**config.mk**
```make
export PLATFORM = sky130hd
export DESIGN_NAME = gate_bist_flat
export DESIGN_NICKNAME = d
export VERILOG_FILES = /design/src/rtl/gate_bist_pkg.sv /design/src/rtl/gate_bist_if.sv /design/src/rtl/gate_ref.sv /design/src/rtl/gate_bist.sv /design/src/flat_wrapper.sv
export SDC_FILE = /design/constraint.sdc
export NUM_CORES = 1
export LEC_CHECK = 0
export CORE_UTILIZATION = 29
export DETAILED_ROUTE_END_ITERATION = 16
export DONT_BUFFER_PORTS = 1
export PLACE_DENSITY_LB_ADDON = 0.2
export SYNTH_ARGS = -nofsm -noshare
export SYNTH_HDL_FRONTEND = slang
export SYNTH_SLANG_ARGS = --single-unit
```
**constraint.sdc**
```tcl
create_clock -name clk -period 5.15 [get_ports clk]
set_clock_uncertainty 0.1 [all_clocks]
set_input_delay 0.7725 -clock clk [delete_from_list [all_inputs] [get_ports clk]]
set_output_delay 0.7725 -clock clk [all_outputs]
set_load 0.05 [all_outputs]
```
**src/rtl/gate_bist_pkg.sv**
```systemverilog
// Shared definitions for the gate BIST: op codes and FSM state encoding.
package gate_bist_pkg;

    localparam logic [2:0] OP_BUF  = 3'd0;
    localparam logic [2:0] OP_NOT  = 3'd1;
    localparam logic [2:0] OP_AND  = 3'd2;
    localparam logic [2:0] OP_OR   = 3'd3;
    localparam logic [2:0] OP_NAND = 3'd4;
    localparam logic [2:0] OP_NOR  = 3'd5;
    localparam logic [2:0] OP_XOR  = 3'd6;
    localparam logic [2:0] OP_XNOR = 3'd7;

    typedef enum logic [1:0] {
        IDLE   = 2'd0,
        DRIVE  = 2'd1,
        SAMPLE = 2'd2,
        DONE   = 2'd3
    } state_t;

endpackage

```
**src/rtl/gate_bist_if.sv**
```systemverilog
// Control/status bundle of the gate BIST. The fail_vec signal exists only
// when GATE_BIST_FIRST_FAIL_EN is defined.
interface gate_bist_if #(
    parameter int WIDTH = 1
);
    logic                 start;
    logic [2:0]           op;
    logic                 busy;
    logic                 done;
    logic                 pass;
    logic [2*WIDTH:0]     err_cnt;
`ifdef GATE_BIST_FIRST_FAIL_EN
    logic [2*WIDTH-1:0]   fail_vec;

    modport master (output start, op, input busy, done, pass, err_cnt, fail_vec);
    modport slave  (input start, op, output busy, done, pass, err_cnt, fail_vec);
`else
    modport master (output start, op, input busy, done, pass, err_cnt);
    modport slave  (input start, op, output busy, done, pass, err_cnt);
`endif
endinterface

```
**src/rtl/gate_ref.sv**
```systemverilog
// Purely combinational reference model of the gates under test.
module gate_ref
    import gate_bist_pkg::*;
#(
    parameter int WIDTH = 1
) (
    input  logic [2:0]       op,
    input  logic [WIDTH-1:0] a,
    input  logic [WIDTH-1:0] b,
    output logic [WIDTH-1:0] y
);

    // Bitwise gate function selected by op; b is ignored for BUF/NOT.
    always_comb begin
        y = {WIDTH{1'b0}};
        case (op)
            OP_BUF:  y = a;
            OP_NOT:  y = ~a;
            OP_AND:  y = a & b;
            OP_OR:   y = a | b;
            OP_NAND: y = ~(a & b);
            OP_NOR:  y = ~(a | b);
            OP_XOR:  y = a ^ b;
            OP_XNOR: y = ~(a ^ b);
            default: y = {WIDTH{1'b0}};
        endcase
    end

endmodule

```
**src/rtl/gate_bist.sv**
```systemverilog
// Built-in self-test for a combinational gate: sweeps every {a,b} vector,
// holds each for SETTLE cycles, samples the gate output and counts
// mismatches against gate_ref. Defining GATE_BIST_FIRST_FAIL_EN adds the
// fail_vec output holding the first failing {a,b} of a run.
module gate_bist
    import gate_bist_pkg::*;
#(
    parameter int WIDTH  = 1,
    parameter int SETTLE = 1
) (
    input  logic             clk,
    input  logic             rst,
    gate_bist_if.slave       bus,
    output logic [WIDTH-1:0] dut_a,
    output logic [WIDTH-1:0] dut_b,
    input  logic [WIDTH-1:0] dut_y
);

    localparam int         VW        = 2 * WIDTH;
    localparam int         EW        = 2 * WIDTH + 1;
    localparam logic [VW-1:0] V_LAST = {VW{1'b1}};
    localparam logic [3:0] SETTLE_M1 = 4'(SETTLE - 1);

    state_t          state_r;
    logic [2:0]      op_r;
    logic [VW-1:0]   v_r;
    logic [3:0]      cnt_r;
    logic [EW-1:0]   err_cnt_r;
    logic            busy_r;
    logic            done_r;
    logic            pass_r;
`ifdef GATE_BIST_FIRST_FAIL_EN
    logic [VW-1:0]   fail_vec_r;
`endif

    logic [WIDTH-1:0] ref_y_s;
    logic             mismatch_s;
    logic [EW-1:0]    err_next_s;

    gate_ref #(.WIDTH(WIDTH)) u_ref (
        .op (op_r),
        .a  (v_r[VW-1:WIDTH]),
        .b  (v_r[WIDTH-1:0]),
        .y  (ref_y_s)
    );

    // Compare the gate output with the model and form the next error count.
    always_comb begin
        mismatch_s = 1'b0;
        err_next_s = err_cnt_r;
        if (dut_y != ref_y_s) begin
            mismatch_s = 1'b1;
            err_next_s = err_cnt_r + {{(EW-1){1'b0}}, 1'b1};
        end else begin
            mismatch_s = 1'b0;
            err_next_s = err_cnt_r;
        end
    end

    // Sequencing FSM: vector sweep, settle timing, error counting and verdict.
    always_ff @(posedge clk or posedge rst) begin
        if (rst) begin
            state_r    <= IDLE;
            op_r       <= 3'd0;
            v_r        <= {VW{1'b0}};
            cnt_r      <= 4'd0;
            err_cnt_r  <= {EW{1'b0}};
            busy_r     <= 1'b0;
            done_r     <= 1'b0;
            pass_r     <= 1'b0;
`ifdef GATE_BIST_FIRST_FAIL_EN
            fail_vec_r <= {VW{1'b0}};
`endif
        end else begin
            case (state_r)
                IDLE, DONE: begin
                    // A new run starts identically from IDLE or DONE.
                    if (bus.start) begin
                        state_r    <= DRIVE;
                        op_r       <= bus.op;
                        v_r        <= {VW{1'b0}};
                        cnt_r      <= 4'd0;
                        err_cnt_r  <= {EW{1'b0}};
                        busy_r     <= 1'b1;
                        done_r     <= 1'b0;
                        pass_r     <= 1'b0;
`ifdef GATE_BIST_FIRST_FAIL_EN
                        fail_vec_r <= {VW{1'b0}};
`endif
                    end
                end
                DRIVE: begin
                    if (cnt_r == SETTLE_M1) begin
                        cnt_r   <= 4'd0;
                        state_r <= SAMPLE;
                    end else begin
                        cnt_r   <= cnt_r + 4'd1;
                    end
                end
                SAMPLE: begin
                    err_cnt_r <= err_next_s;
`ifdef GATE_BIST_FIRST_FAIL_EN
                    // Only the first mismatch of the run is recorded.
                    if (mismatch_s && (err_cnt_r == {EW{1'b0}})) begin
                        fail_vec_r <= v_r;
                    end
`endif
                    if (v_r == V_LAST) begin
                        state_r <= DONE;
                        busy_r  <= 1'b0;
                        done_r  <= 1'b1;
                        pass_r  <= (err_next_s == {EW{1'b0}});
                    end else begin
                        v_r     <= v_r + {{(VW-1){1'b0}}, 1'b1};
                        state_r <= DRIVE;
                    end
                end
                default: begin
                    state_r <= IDLE;
                end
            endcase
        end
    end

    assign dut_a       = v_r[VW-1:WIDTH];
    assign dut_b       = v_r[WIDTH-1:0];
    assign bus.busy    = busy_r;
    assign bus.done    = done_r;
    assign bus.pass    = pass_r;
    assign bus.err_cnt = err_cnt_r;
`ifdef GATE_BIST_FIRST_FAIL_EN
    assign bus.fail_vec = fail_vec_r;
`endif

endmodule

```
**src/flat_wrapper.sv**
```systemverilog
// flat-port wrapper written by rule: the top's interface ports become plain ports
module gate_bist_flat import gate_bist_pkg::*;
#(
    parameter int WIDTH  = 1,
    parameter int SETTLE = 1
)
  (clk, rst, dut_a, dut_b, dut_y, bus_start, bus_op, bus_busy, bus_done, bus_pass, bus_err_cnt);
  gate_bist_if #(.WIDTH(WIDTH)) bus_i ();
  input  logic clk;
  input  logic rst;
  output logic [WIDTH-1:0] dut_a;
  output logic [WIDTH-1:0] dut_b;
  input  logic [WIDTH-1:0] dut_y;
  input wire logic [$bits(bus_i.start)-1:0] bus_start;
  input wire logic [$bits(bus_i.op)-1:0] bus_op;
  output wire logic [$bits(bus_i.busy)-1:0] bus_busy;
  output wire logic [$bits(bus_i.done)-1:0] bus_done;
  output wire logic [$bits(bus_i.pass)-1:0] bus_pass;
  output wire logic [$bits(bus_i.err_cnt)-1:0] bus_err_cnt;
  assign bus_i.start = bus_start;
  assign bus_i.op = bus_op;
  assign bus_busy = bus_i.busy;
  assign bus_done = bus_i.done;
  assign bus_pass = bus_i.pass;
  assign bus_err_cnt = bus_i.err_cnt;
  gate_bist #(.WIDTH(WIDTH), .SETTLE(SETTLE)) u_core (.clk(clk), .rst(rst), .bus(bus_i), .dut_a(dut_a), .dut_b(dut_b), .dut_y(dut_y));
endmodule
```
==> impl_metrics.yaml, run 1 <==
finish:
  fillers: 363
  seqCellArea_um2: 425.4
  syn_to_final_growth_pct: 8.833
  fin_nets: 140
  multi_input_area_um2: 634.4
  num_antenna_cells: 0
  finalNonFillerCells: 171
  final_layout_size_suffix_gt1_frac: 0.07317
clock_network:
  cts_max_level: 1
  cts_hold_buf: 0
  cts_tree: "built"
  post_cts_setup_buffer_count: 0
  insertion_delay_ns: 0.25
  numClockSinks: 17
  cts_made_buffers: 3
  cts.clk_slew.worst_paths_ns: 0.07
  clockRootBuffer: "sky130_fd_sc_hd__clkbuf_8"
  number_of_resized_instances_in_the_post_cts_repair_step: 0
  ctsLongestPathBuffers: 2
pwr:
  clkPwrFrac: 0.161
  power_leakage_nw: 0.5431
  powerDensity_nw_per_um2: 521.1
  netSwitchingFraction: 0.4481
  power_report.internal_total_mw: 0.3458
  ir_worst_vdd_v: 0.0002526
  sequentialPowerShare: 0.371
  power.net_switching_mw: 0.2808
  total_power_mw: 0.6266
  combPwrFrac: 0.467
global_routing:
  largest_net_degree_at_the_start_of_global_routing: 18
  first_pass_grt_wire_length_um: 3753
  antenna_found_initial: 0
  grt_pass1_vias: 778
  globalRoute.totalOverflow: 0
  track_usage: 0.1210
yosys:
  synth.lib_cells_used.distinct: 28
  synth-edff-count: 0
  synth_top_cell_by_area: "sky130_fd_sc_hd__dfrtp_1"
  synth.yosys.warnings: 0
  syn_nets: 137
  synth_async_sr_flop_share: 1.000
  synthFlopType: "sky130_fd_sc_hd__dfrtp_1"
  ys_ff_latch: 17
  syn_area_per_cell_um2: 9.131
  synth.yosys.seq_area_share: 0.3851
  synth_top_area_share: 0.3851
  post_syn_area_um2: 1105
  yosys-top-cells-area: "sky130_fd_sc_hd__dfrtp_1 39%, sky130_fd_sc_hd__ha_1 10%, sky130_fd_sc_hd__nand2_1 5.4%, sky130_fd_sc_hd__a22o_1 4.8%, sky130_fd_sc_hd__mux2_2 4.1%"
  syn_inst: 121
  synth.cells.most_frequent: "17 x sky130_fd_sc_hd__dfrtp_1, 16 x sky130_fd_sc_hd__nand2_1, 10 x sky130_fd_sc_hd__inv_1, 9 x sky130_fd_sc_hd__ha_1"
  yosysMostFrequentCell: "sky130_fd_sc_hd__dfrtp_1"
place:
  dp_hpwl_um: 1699
  dpl.cell_count: 167
  io_buffers: 0
  dp_worst_setup_slack_ns: 2.283
  weighted_congestion_at_the_end_of_routability_driven_global_placement: 0.7993
setup_path:
  critPathTopFamily: "flip-flops"
  worst-path-max-fanout: 7
  crit_chain: "inv_1 -> ha_1 -> xor2_1 -> o22ai_1 -> a211oi_4 -> xnor2_1 -> mux2_1 -> a22o_1"
  worst_setup_path_end_kind: "flop"
  critPathArrivalTime_ns: 2.89
  crit_slowest_cell: "sky130_fd_sc_hd__dfrtp_1"
  worst-setup-path-type: "flop to flop"
  worst_ep_required_time_ns: 5.20
  cp-start-kind: "flop"
  reg2reg_setup_slack_ns: 2.30
  path_buf_inv: 1
  worst_path_largest_cell_delay_ns: 0.75
sta:
  grt_setup_unrepaired: "false"
  setup_viol_count_final: 0
  fmax_mhz: 351.3
  slew-limit-headroom: 0.5648
  tightestPinTransition_ns: 0.6528
  finalMaxSlewViolations: 0
  setup_tns_ns: 0
  final_critical_path_setup_slack_ns: 2.304
  timing.final.crit_period_ns: 2.846
  report.final.hold_viol_count: 0
  layout_worst_path_cycle_share: 0.5527
outcome:
  outcome: "finished clean"
floorplanning:
  dieArea_um2: 4060
  area_of_the_placeable_core_um2: 3661
  die_w_um: 63.72
  initial_utilization: 0.3018
  ioPinCount: 15
  std_cell_rows: 22
  fp.dieH_um: 63.72
route:
  via_density_per_instance: 5.094
  wl_per_cell_um: 13.36
  via_count: 871
  drt_drc_violations_left: 0
  drt_pre_antenna_iters: 4
  drt-initial-drc-count: 30
  drt_wl_total_um: 2284
  ant_nets: 0
job:
  drv_cap: 0
worst_hold_path:
  worstHoldPathType: "primary input to asynchronous set/reset pin"
[metal layers]
layer  share of wire  GRT usage  up-vias  wire [um]
met4           0.014    0.05114        0         33
met2            0.44     0.1729       25       1014
li1                -          -      425          -
met5               0          0        -          0
met1            0.47     0.1632      416       1078
met3           0.069    0.04167        5        157
[placed cells by master (no fill, tap or decap), drive strengths merged]
cell | synthesis | routed
o21ai | 8 | 8
a21oi | 8 | 8
a211oi | 1 | 1
mux2i | 3 | 3
nand2 | 16 | 16
nor2b | 1 | 1
or2 | 1 | 1
nor3 | 3 | 3
a22o | 6 | 6
ha | 9 | 9
or4b | 1 | 1
inv | 10 | 10
o211ai | 1 | 1
a32o | 1 | 1
mux2 | 5 | 5
nor4 | 2 | 2
xor2 | 3 | 3
xnor2 | 1 | 1
and4b | 1 | 1
clkbuf | 2 | 4
or3 | 1 | 1
nor2 | 8 | 8
nand2b | 7 | 7
nand3 | 3 | 3
o31a | 1 | 1
dfrtp | 17 | 17
o22ai | 1 | 1
[cells by family after synthesis]
family                     synth area share
muxes                               0.07814
AOI/OAI and AO/OA                    0.1676
and+or+nand+nor                      0.1948
adders and majority gates            0.1019
xor gates and xnor gates            0.03172
DFF                                  0.3851
buffers and inverters               0.04078
[through the flow]
| step | cell area [um^2] | util | hold WS [ns] |
|---|---|---|---|
| 2_1_floorplan | 1105 | - | 0.3952 |
| 3_3_place_gp | 1157 | 0.3161 | 0.4161 |
| 3_5_place_dp | 1157 | 0.3161 | 0.4262 |
| 4_1_cts | 1202 | 0.3284 | 0.4231 |
| 5_1_grt | 1202 | 0.3284 | 0.4616 |
| 6_report | 1202 | 0.3284 | 0.3917 |
[sequential cells by signal, indices dropped and copies added (netlist names)]
name,count
u_core.op_r,3
u_core.bus.err_cnt,3
u_core.cnt_r,4
u_core.bus.pass,1
u_core.bus.done,1
u_core.state_r,2
u_core.v_r,2
u_core.bus.busy,1
[worst reg2reg max path, stage by stage, from the launching register on]
cell	delay, ns
sky130_fd_sc_hd__dfrtp_1	0.75
sky130_fd_sc_hd__inv_1	0.11
sky130_fd_sc_hd__ha_1	0.34
sky130_fd_sc_hd__xor2_1	0.17
sky130_fd_sc_hd__o22ai_1	0.27
sky130_fd_sc_hd__a211oi_4	0.09
sky130_fd_sc_hd__xnor2_1	0.33
sky130_fd_sc_hd__mux2_1	0.36
sky130_fd_sc_hd__a22o_1	0.22
[cell type report]
type	instances	share of cell area
multi-input cells	92	0.5276
flip-flops and latches	17	0.3538
well taps	48	0.04995
clock buffers	4	0.03746
inverters	10	0.03122
[power by group through the flow]
stage	registers (mW)	logic, mW	clock network [mW]
after floorplan	0.225	0.246	0
after global placement	0.233	0.293	0
after detailed placement	0.236	0.293	0
after CTS	0.233	0.295	0.106
after global routing	0.240	0.326	0.111
final	0.233	0.293	0.101
[worst paths after layout]
| check | from | to | depth (start not counted) |
|---|---|---|---|
| setup / recovery | u_core.v_r[1]$_DFFE_PP0P_ | u_core.bus.err_cnt[0]$_DFFE_PP0P_ | 8 |
| hold / removal | rst | u_core.cnt_r[0]$_DFFE_PP0P_ | 1 |
| min in group clk | u_core.cnt_r[3]$_DFFE_PP0P_ | u_core.cnt_r[3]$_DFFE_PP0P_ | 2 |
| max in group asynchronous | rst | u_core.op_r[2]$_DFFE_PP0P_ | 1 |
| setup reg to reg | u_core.v_r[1]$_DFFE_PP0P_ | u_core.bus.err_cnt[0]$_DFFE_PP0P_ | 8 |
| hold reg to reg | u_core.cnt_r[3]$_DFFE_PP0P_ | u_core.cnt_r[3]$_DFFE_PP0P_ | 2 |
No activity file was read; power rests on OpenSTA's default activity.
==> inputs of run 2 (changes only) <==
==> constraint.sdc (replaced) <==
create_clock -name clk -period 2.9 [get_ports clk]
set_clock_uncertainty 0.1 [all_clocks]
set_input_delay 0.435 -clock clk [delete_from_list [all_inputs] [get_ports clk]]
set_output_delay 0.435 -clock clk [all_outputs]
set_load 0.05 [all_outputs]
==> impl_metrics.yaml, run 2 (synthesis results as in run 1) <==
setup_path:
  worst-setup-path-type: "flop to flop"
  worstSetupPathDepth: 8
  crit_slowest_cell: "sky130_fd_sc_hd__dfrtp_1"
  reg2reg_setup_slack_ns: 0.44
  rr_endpoint: "u_core.bus.err_cnt[0]$_DFFE_PP0P_"
  worst_setup_path_end_kind: "flop"
  worst_ep_required_time_ns: 2.94
  worst_path_largest_cell_delay_ns: 0.41
  crit_chain: "inv_1 -> ha_1 -> xor2_1 -> o22ai_1 -> a211oi_4 -> xnor2_1 -> mux2_1 -> a22o_1"
  worst_r2r_startpoint: "u_core.v_r[0]$_DFFE_PP0P_"
  worst-path-max-fanout: 5
  critPathTopFamily: "compound AO/OA/AOI/OAI gates"
  critPathArrivalTime_ns: 2.50
  path_buf_inv: 1
  cp-start-kind: "flop"
  worstRegToRegCells: 8
finish:
  largest_register_ffs: 4
  layout.core_utilization: 0.3387
  multi_input_area_um2: 634.4
  syn_to_final_growth_pct: 12.23
  layout_commonest_cell: "sky130_fd_sc_hd__dfrtp_1"
  mostFrequentLayoutCells: "17 x sky130_fd_sc_hd__dfrtp_1, 16 x sky130_fd_sc_hd__nand2_1, 10 x sky130_fd_sc_hd__inv_1"
  final_layout_size_suffix_gt1_frac: 0.1094
  top_register: "u_core.cnt_r"
  design_area_um2: 1240
  finalNonFillerCells: 176
  fin_nets: 145
  num_antenna_cells: 0
  fillers: 383
  seqCellArea_um2: 425.4
pwr:
  total_power_mw: 1.136
  sequentialPowerShare: 0.306
  power.net_switching_mw: 0.5007
  combPwrFrac: 0.536
  power_report.internal_total_mw: 0.6358
  clkPwrFrac: 0.157
  powerDensity_nw_per_um2: 916.5
  power_leakage_nw: 0.5698
  ir_worst_vdd_v: 0.0004562
  netSwitchingFraction: 0.4406
route:
  via_count: 841
  drt_pre_antenna_iters: 4
  drt_wl_total_um: 2287
  via_density_per_instance: 4.778
  ant_nets: 0
  drt-initial-drc-count: 23
  drt_drc_violations_left: 0
  wl_per_cell_um: 12.99
clock_network:
  numClockSinks: 17
  ctsLongestPathBuffers: 2
  insertion_delay_ns: 0.25
  number_of_resized_instances_in_the_post_cts_repair_step: 0
  clockRootBuffer: "sky130_fd_sc_hd__clkbuf_8"
  cts.clk_slew.worst_paths_ns: 0.07
  cts_max_level: 1
  post_cts_setup_buffer_count: 0
  cts_tree: "built"
  cts_hold_buf: 0
  cts_made_buffers: 3
sta:
  timing.final.crit_period_ns: 2.457
  final_critical_path_setup_slack_ns: 0.4429
  slew-limit-headroom: 0.5474
  tightestPinTransition_ns: 0.6781
  report.final.hold_viol_count: 0
  setup_tns_ns: 0
  setup_viol_count_final: 0
  finalMaxSlewViolations: 0
  worst_hold_slack_ns: 0.06912
  fmax_mhz: 407.0
  layout_worst_path_cycle_share: 0.8473
  grt_setup_unrepaired: "false"
floorplanning:
  ioPinCount: 15
  die_w_um: 63.72
  std_cell_rows: 22
  dieArea_um2: 4060
  initial_utilization: 0.3018
  fp.dieH_um: 63.72
  area_of_the_placeable_core_um2: 3661
place:
  detailed_place.area_um2: 1195
  dp_worst_setup_slack_ns: 0.4485
  dpl.cell_count: 172
  io_buffers: 0
  dp_hpwl_um: 1669
  weighted_congestion_at_the_end_of_routability_driven_global_placement: 0.7808
global_routing:
  track_usage: 0.1243
  globalRoute.totalOverflow: 0
  grt_pass1_vias: 809
  largest_net_degree_at_the_start_of_global_routing: 18
  first_pass_grt_wire_length_um: 3864
  antenna_found_initial: 0
worst_hold_path:
  worstHoldPathType: "primary input to asynchronous set/reset pin"
outcome:
  outcome: "finished clean"
job:
  drv_cap: 0
## run 2: cell count changes in the layout (fill, tap and decap cells not counted), sizes merged
cell / change
buf: +5
## run 2: how the worst max path moves through the flow
stage / start / endpoint / slack, ns
final: u_core.v_r[0]$_DFFE_PP0P_ / u_core.bus.err_cnt[0]$_DFFE_PP0P_ / 0.44
after global routing: u_core.v_r[0]$_DFFE_PP0P_ / u_core.bus.err_cnt[0]$_DFFE_PP0P_ / 0.27
after CTS: u_core.v_r[0]$_DFFE_PP0P_ / u_core.bus.err_cnt[0]$_DFFE_PP0P_ / 0.44
after detailed placement: u_core.v_r[0]$_DFFE_PP0P_ / u_core.bus.err_cnt[0]$_DFFE_PP0P_ / 0.45
after global placement: u_core.v_r[0]$_DFFE_PP0P_ / u_core.bus.err_cnt[0]$_DFFE_PP0P_ / 0.48
after floorplan: u_core.v_r[1]$_DFFE_PP0P_ / u_core.bus.err_cnt[0]$_DFFE_PP0P_ / 0.20
## run 2: area by class of cell
class / instances / area share
multi-input cells: 92 / 0.5116
repair buffers: 5 / 0.03027
inverters: 10 / 0.03027
clock buffers: 4 / 0.03633
well taps: 48 / 0.04844
flip-flops and latches: 17 / 0.3431
## run 2: worst register-to-register path: cells and delay by family (launching register included)
kind | cells | cell delay (ns)
AOI/OAI and AO/OA | 3 | 0.57
buffers and inverters | 1 | 0.09
xor gates and xnor gates | 2 | 0.51
DFF | 1 | 0.41
adders and majority gates | 1 | 0.31
muxes | 1 | 0.36
## run 2: per-layer routing
layer  wire [um]  up-vias  global-route usage
li1            -      434                   -
met1        1130      392              0.1596
met2        1013       13              0.1888
met3         128        2             0.04710
met4          14        0             0.04261
met5           0        -                   0
## run 2: power groups by stage
stage,Clock (mW),Sequential (mW),Combinational (mW)
2_1_floorplan,0,0.399,0.438
3_3_place_gp,0,0.350,0.612
3_5_place_dp,0,0.354,0.610
4_1_cts,0.189,0.349,0.615
5_1_grt,0.197,0.357,0.676
6_report,0.179,0.348,0.609
==> RTL change 1 (config.mk and constraints of run 2) <==
Add an input register stage for `dut_y`, without a reset; this delays it by one clock. The other inputs are not delayed to match.
--- a/src/rtl/gate_bist.sv
+++ b/src/rtl/gate_bist.sv
@@ -22,2 +22,8 @@
     localparam logic [3:0] SETTLE_M1 = 4'(SETTLE - 1);
+
+    logic [WIDTH-1:0] dut_y_q;
+
+    always_ff @(posedge clk) begin
+        dut_y_q <= dut_y;
+    end
 
@@ -50,3 +56,3 @@
         err_next_s = err_cnt_r;
-        if (dut_y != ref_y_s) begin
+        if (dut_y_q != ref_y_s) begin
             mismatch_s = 1'b1;
Behaviour: not the same (Yosys sat finds a counterexample within 4 cycles, from zero or initial values and one cycle with rst high).
==> RTL change 1 against run 2 <==
  * Total power increased by 18%
  * Worst setup slack improved by 0.065 ns
  * Largest power group unchanged
  * Routed wire length increased by 15%
  * Area after synthesis increased by 8.4%
  * Clock power increased by 4%
  * Synthesized cell count increased by 2.5%
  * First-iteration DRC count increased by 8.7%
  * Sequential cell count increased by 1
  * Critical path type unchanged
  * Final area increased by 7.5%
  * Utilization increased by 1.2 points
==> RTL change 1: results (changes against run 2) <==
- Max transition margin: 51.8% (was 54.7%)
- Gr usage total: 14.0% (was 12.4%)
- Worst setup path startpoint: u_core.v_r[1] (was u_core.v_r[0])
- CP arrival: 2.43 ns (was 2.50 ns)
- Global-route wire length before repair: 4550 um (was 3860 um)
- Leak Pwr: 0.000608 uW (was 0.000570 uW)
- RR Endpoint: u_core.bus.err_cnt[1] (was u_core.bus.err_cnt[0])
- Placed instance area: 1290 um^2 (was 1190 um^2)
- R2R depth: 7 (was 8)
- GP Congestion: 0.709 (was 0.781)
- Vias per cell: 5.32 (was 4.78)
- Drt initial violations: 25 (was 23)
- Worst Path Max Fanout: 7 (was 5)
- Fmax: 418 MHz (was 407 MHz)
- Status: completed (unchanged)
- Share of cells above drive strength 1: 15.3% (was 10.9%)
- Via Count: 953 (was 841)
- Asr flop ratio synth: 94.4% (was 100%)
- Seq/Total Area, Yosys: 37.2% (was 38.5%)
- WL final: 2630 um (was 2290 um)
- Min Hold Slack: 0.0798 ns (was 0.0691 ns)
- Number of global-route vias before repair: 968 (was 809)
- Pre-CTS WS: 0.532 ns (was 0.449 ns)
- Register-to-register setup slack: 0.51 ns (was 0.44 ns)
- Syn nets: 140 (was 137)
- Yosys cell types: 38 (was 28)
- Largest net degree at the start of global routing: 18 (unchanged)
- Avg Cell Area, Syn: 9.66 um^2 (was 9.13 um^2)
- Post-Place Cells: 175 (was 172)
RTL change 1: area by class of cell:
class                   instances  area [um^2]
clock buffers                   4         45.0
fillers                       404         2470
inverters                      11         41.3
multi-input cells              93          703
flip-flops and latches         18          445
well taps                      48         60.1
repair buffers                  5         37.5
RTL change 1: kinds of logic after synthesis:
group	synth area share (%)
xor+xnor	2.19
simple gates	18.7
mux	4.70
flops	37.2
compound gates	23.7
fa+ha+maj	9.40
buf+inv	4.08
RTL change 1: routing by layer:
metal  routed length [um]  GRT usage, %  up-vias
met4                   14          3.19        0
met1                 1250          17.4      464
met3                  107          4.66        2
li1                     -             -      471
met5                    0             0        -
met2                 1250          23.3       16
RTL change 1: report_power, final:
part | internal, uW | total [uW] | leakage, uW | switching (uW)
registers | 322 | 444 | 0.000229 | 122
clock network | 97.6 | 187 | 0.0000228 | 88.9
logic | 286 | 714 | 0.000356 | 428
==> RTL change 2 (flow settings as in run 2) <==
Made on the original files. Re-encode `state_t` (4 states) as one-hot, 4 bits wide.
--- a/src/rtl/gate_bist_pkg.sv
+++ b/src/rtl/gate_bist_pkg.sv
@@ -12,7 +12,7 @@
 
-    typedef enum logic [1:0] {
-        IDLE   = 2'd0,
-        DRIVE  = 2'd1,
-        SAMPLE = 2'd2,
-        DONE   = 2'd3
+    typedef enum logic [3:0] {
+        IDLE   = 4'b0001,
+        DRIVE  = 4'b0010,
+        SAMPLE = 4'b0100,
+        DONE   = 4'b1000
     } state_t;
Check against the original RTL: same outputs for any inputs over 10 cycles, from zero or initial values and one cycle with rst high; not proved beyond that.
==> RTL change 2 against run 2 <==
  * Sequential cell count rose by 2
  * Die area fell by 2.1%
  * Final cell count fell by 9.1%
  * Final area fell by 4.0%
  * Worst setup slack improved by 0.27 ns
  * Routed wire length fell by 11%
  * Area after synthesis fell by 2.2%
  * Total power fell by 18%
  * Hold slack improved by 0.015 ns
  * Clock power rose by 4%
  * Count of clock-buffer cells in the layout fell by 1
  * Global-route usage fell by 0.54 points
  * Sequential share of layout area rose by 5.8 points
  * Critical path type unchanged
==> RTL change 2: results (changes against run 2) <==
- Hold WC Path Type: input pin to asynchronous set/reset pin (unchanged)
- Most frequent cells after synthesis: dfrtp_1, nand2_1, inv_1 (unchanged)
- Root Driver: clkbuf_8 (unchanged)
- Global-route wire length before repair: 3750 um (was 3860 um)
- PortBufs: 0 (unchanged)
- Worst skew pair latency: 0.25 ns (about the same)
- Resized cells post-CTS: 0 (unchanged)
- Via Count: 753 (was 841)
- Sw frac: 38.1% (was 44.1%)
- Yosys warning count: 0 (unchanged)
- Clk slew on worst S/H paths: 0.08 ns
- Yosys cell types: 32 (was 28)
- DRT Pass-1 Iters: 4 (unchanged)
- Post-CTS Setup Bufs: 0 (unchanged)
- Share of cells above drive strength 1: 13.2% (was 10.9%)
- Leak Pwr: 0.000560 uW (was 0.000570 uW)
- Number of nets in the layout: 128 (was 145)
- Gr usage total: 11.9% (was 12.4%)
- WL final: 2030 um (was 2290 um)
- Worst Path Max Fanout: 6 (was 5)
- H-tree depth: 1 (unchanged)
- Status: completed (unchanged)
- Max transition margin: 50.4% (was 54.7%)
- Worst vdd ir: 0.432 mV (was 0.456 mV)
- Placed instance area: 1140 um^2 (was 1190 um^2)
- Number of global-route vias before repair: 816 (was 809)
- Leading registers by flop count: u_core.cnt_r x4, u_core.state_r x4
- Initial antenna violation count: 0 (unchanged)
- Seq/Total Area, Yosys: 44.1% (was 38.5%)
- Largest net degree at the start of global routing: 20 (was 18)
- Drt initial violations: 19 (was 23)
- Top cells by area, synth: dfrtp_1, ha_1, mux2i_1 (was dfrtp_1, ha_1, nand2_1)
- CTS Buffer Depth: 2 (unchanged)
- GP Congestion: 0.720 (was 0.781)
- CP arrival: 2.20 ns (was 2.50 ns)
- Asr flop ratio synth: 100% (unchanged)
- Syn nets: 124 (was 137)
- Total clock buffers created by CTS: 3 (unchanged)
- Dpl hpwl: 1510 um (was 1670 um)
- Ant diodes: 0 (unchanged)
RTL change 2: changes by cell type after synthesis, sizes merged, moves of 3 or more:
cell	before	now
a22o	6	1
ha	9	6
a21oi	8	5
nand2	16	13
RTL change 2: metal layers:
| layer | vias to the layer above | part of all wire, % | GRT usage (%) |
|---|---|---|---|
| met1 | 366 | 48 | 14.7 |
| met4 | 0 | 0.39 | 1.74 |
| met2 | 9 | 49 | 20.8 |
| met3 | 2 | 2.3 | 3.26 |
| li1 | 376 | - | - |
| met5 | - | 0 | 0 |
RTL change 2: area by class of cell:
type,count,area [um^2]
clock buffer,3,41.3
clock inverter,1,7.51
fill,359,2250
inverter,8,30.0
multi-input combinational,81,562
sequential,19,477
tap,46,57.6
timing repair buffer,2,15.0
RTL change 2: cell families after synthesis:
| group | Yosys count | share of synthesized area [%] |
|---|---|---|
| adder cells (fa/ha/maj) | 6 | 6.94 |
| XOR/XNOR | 6 | 5.56 |
| AO/OA/AOI/OAI | 17 | 9.72 |
| AND/OR/NAND/NOR | 43 | 21.0 |
| buffers and inverters | 11 | 3.94 |
| multiplexers | 9 | 8.80 |
| flip-flops | 19 | 44.1 |
RTL change 2: final timing paths:
| check | start | cells past startpoint | slack [ns] | to |
|---|---|---|---|---|
| setup reg to reg | u_core.v_r[1] | 8 | 0.71 | u_core.bus.err_cnt[0] |
| setup / recovery | u_core.v_r[1] | 8 | 0.71 | u_core.bus.err_cnt[0] |
| hold reg to reg | u_core.cnt_r[3] | 1 | 0.40 | u_core.cnt_r[3] |
| hold / removal | rst | 1 | 0.08 | u_core.cnt_r[0] |
| min in group clk | bus_op[1] | 1 | 0.23 | u_core.op_r[1] |
| max in group asynchronous | rst | 1 | 2.15 | u_core.op_r[0] |
RTL change 2: power by group through the flow:
stage,registers (uW),logic [uW],clock network (uW)
6_report,410,337,187
5_1_grt,424,380,206
4_1_cts,410,344,200
3_5_place_dp,416,340,0
3_3_place_gp,411,335,0
2_1_floorplan,415,270,0
RTL change 2: worst max-delay path, stage by stage (launching register included):
cell     delay [ns]
dfrtp_1        0.45
inv_1          0.07
ha_1           0.32
xor2_1         0.14
o22ai_1        0.11
nor3b_2        0.31
xor2_2         0.23
nand2_1        0.13
mux2i_1        0.17
RTL change 2: stage by stage:
step                      std cells  setup slack [ns]  total power, uW
after detailed placement        156             0.715              756
after CTS                       160             0.685              954
after global routing            160             0.544             1010
final                           160             0.709              935
after floorplan                 111             0.546              685
after global placement          156             0.775              746
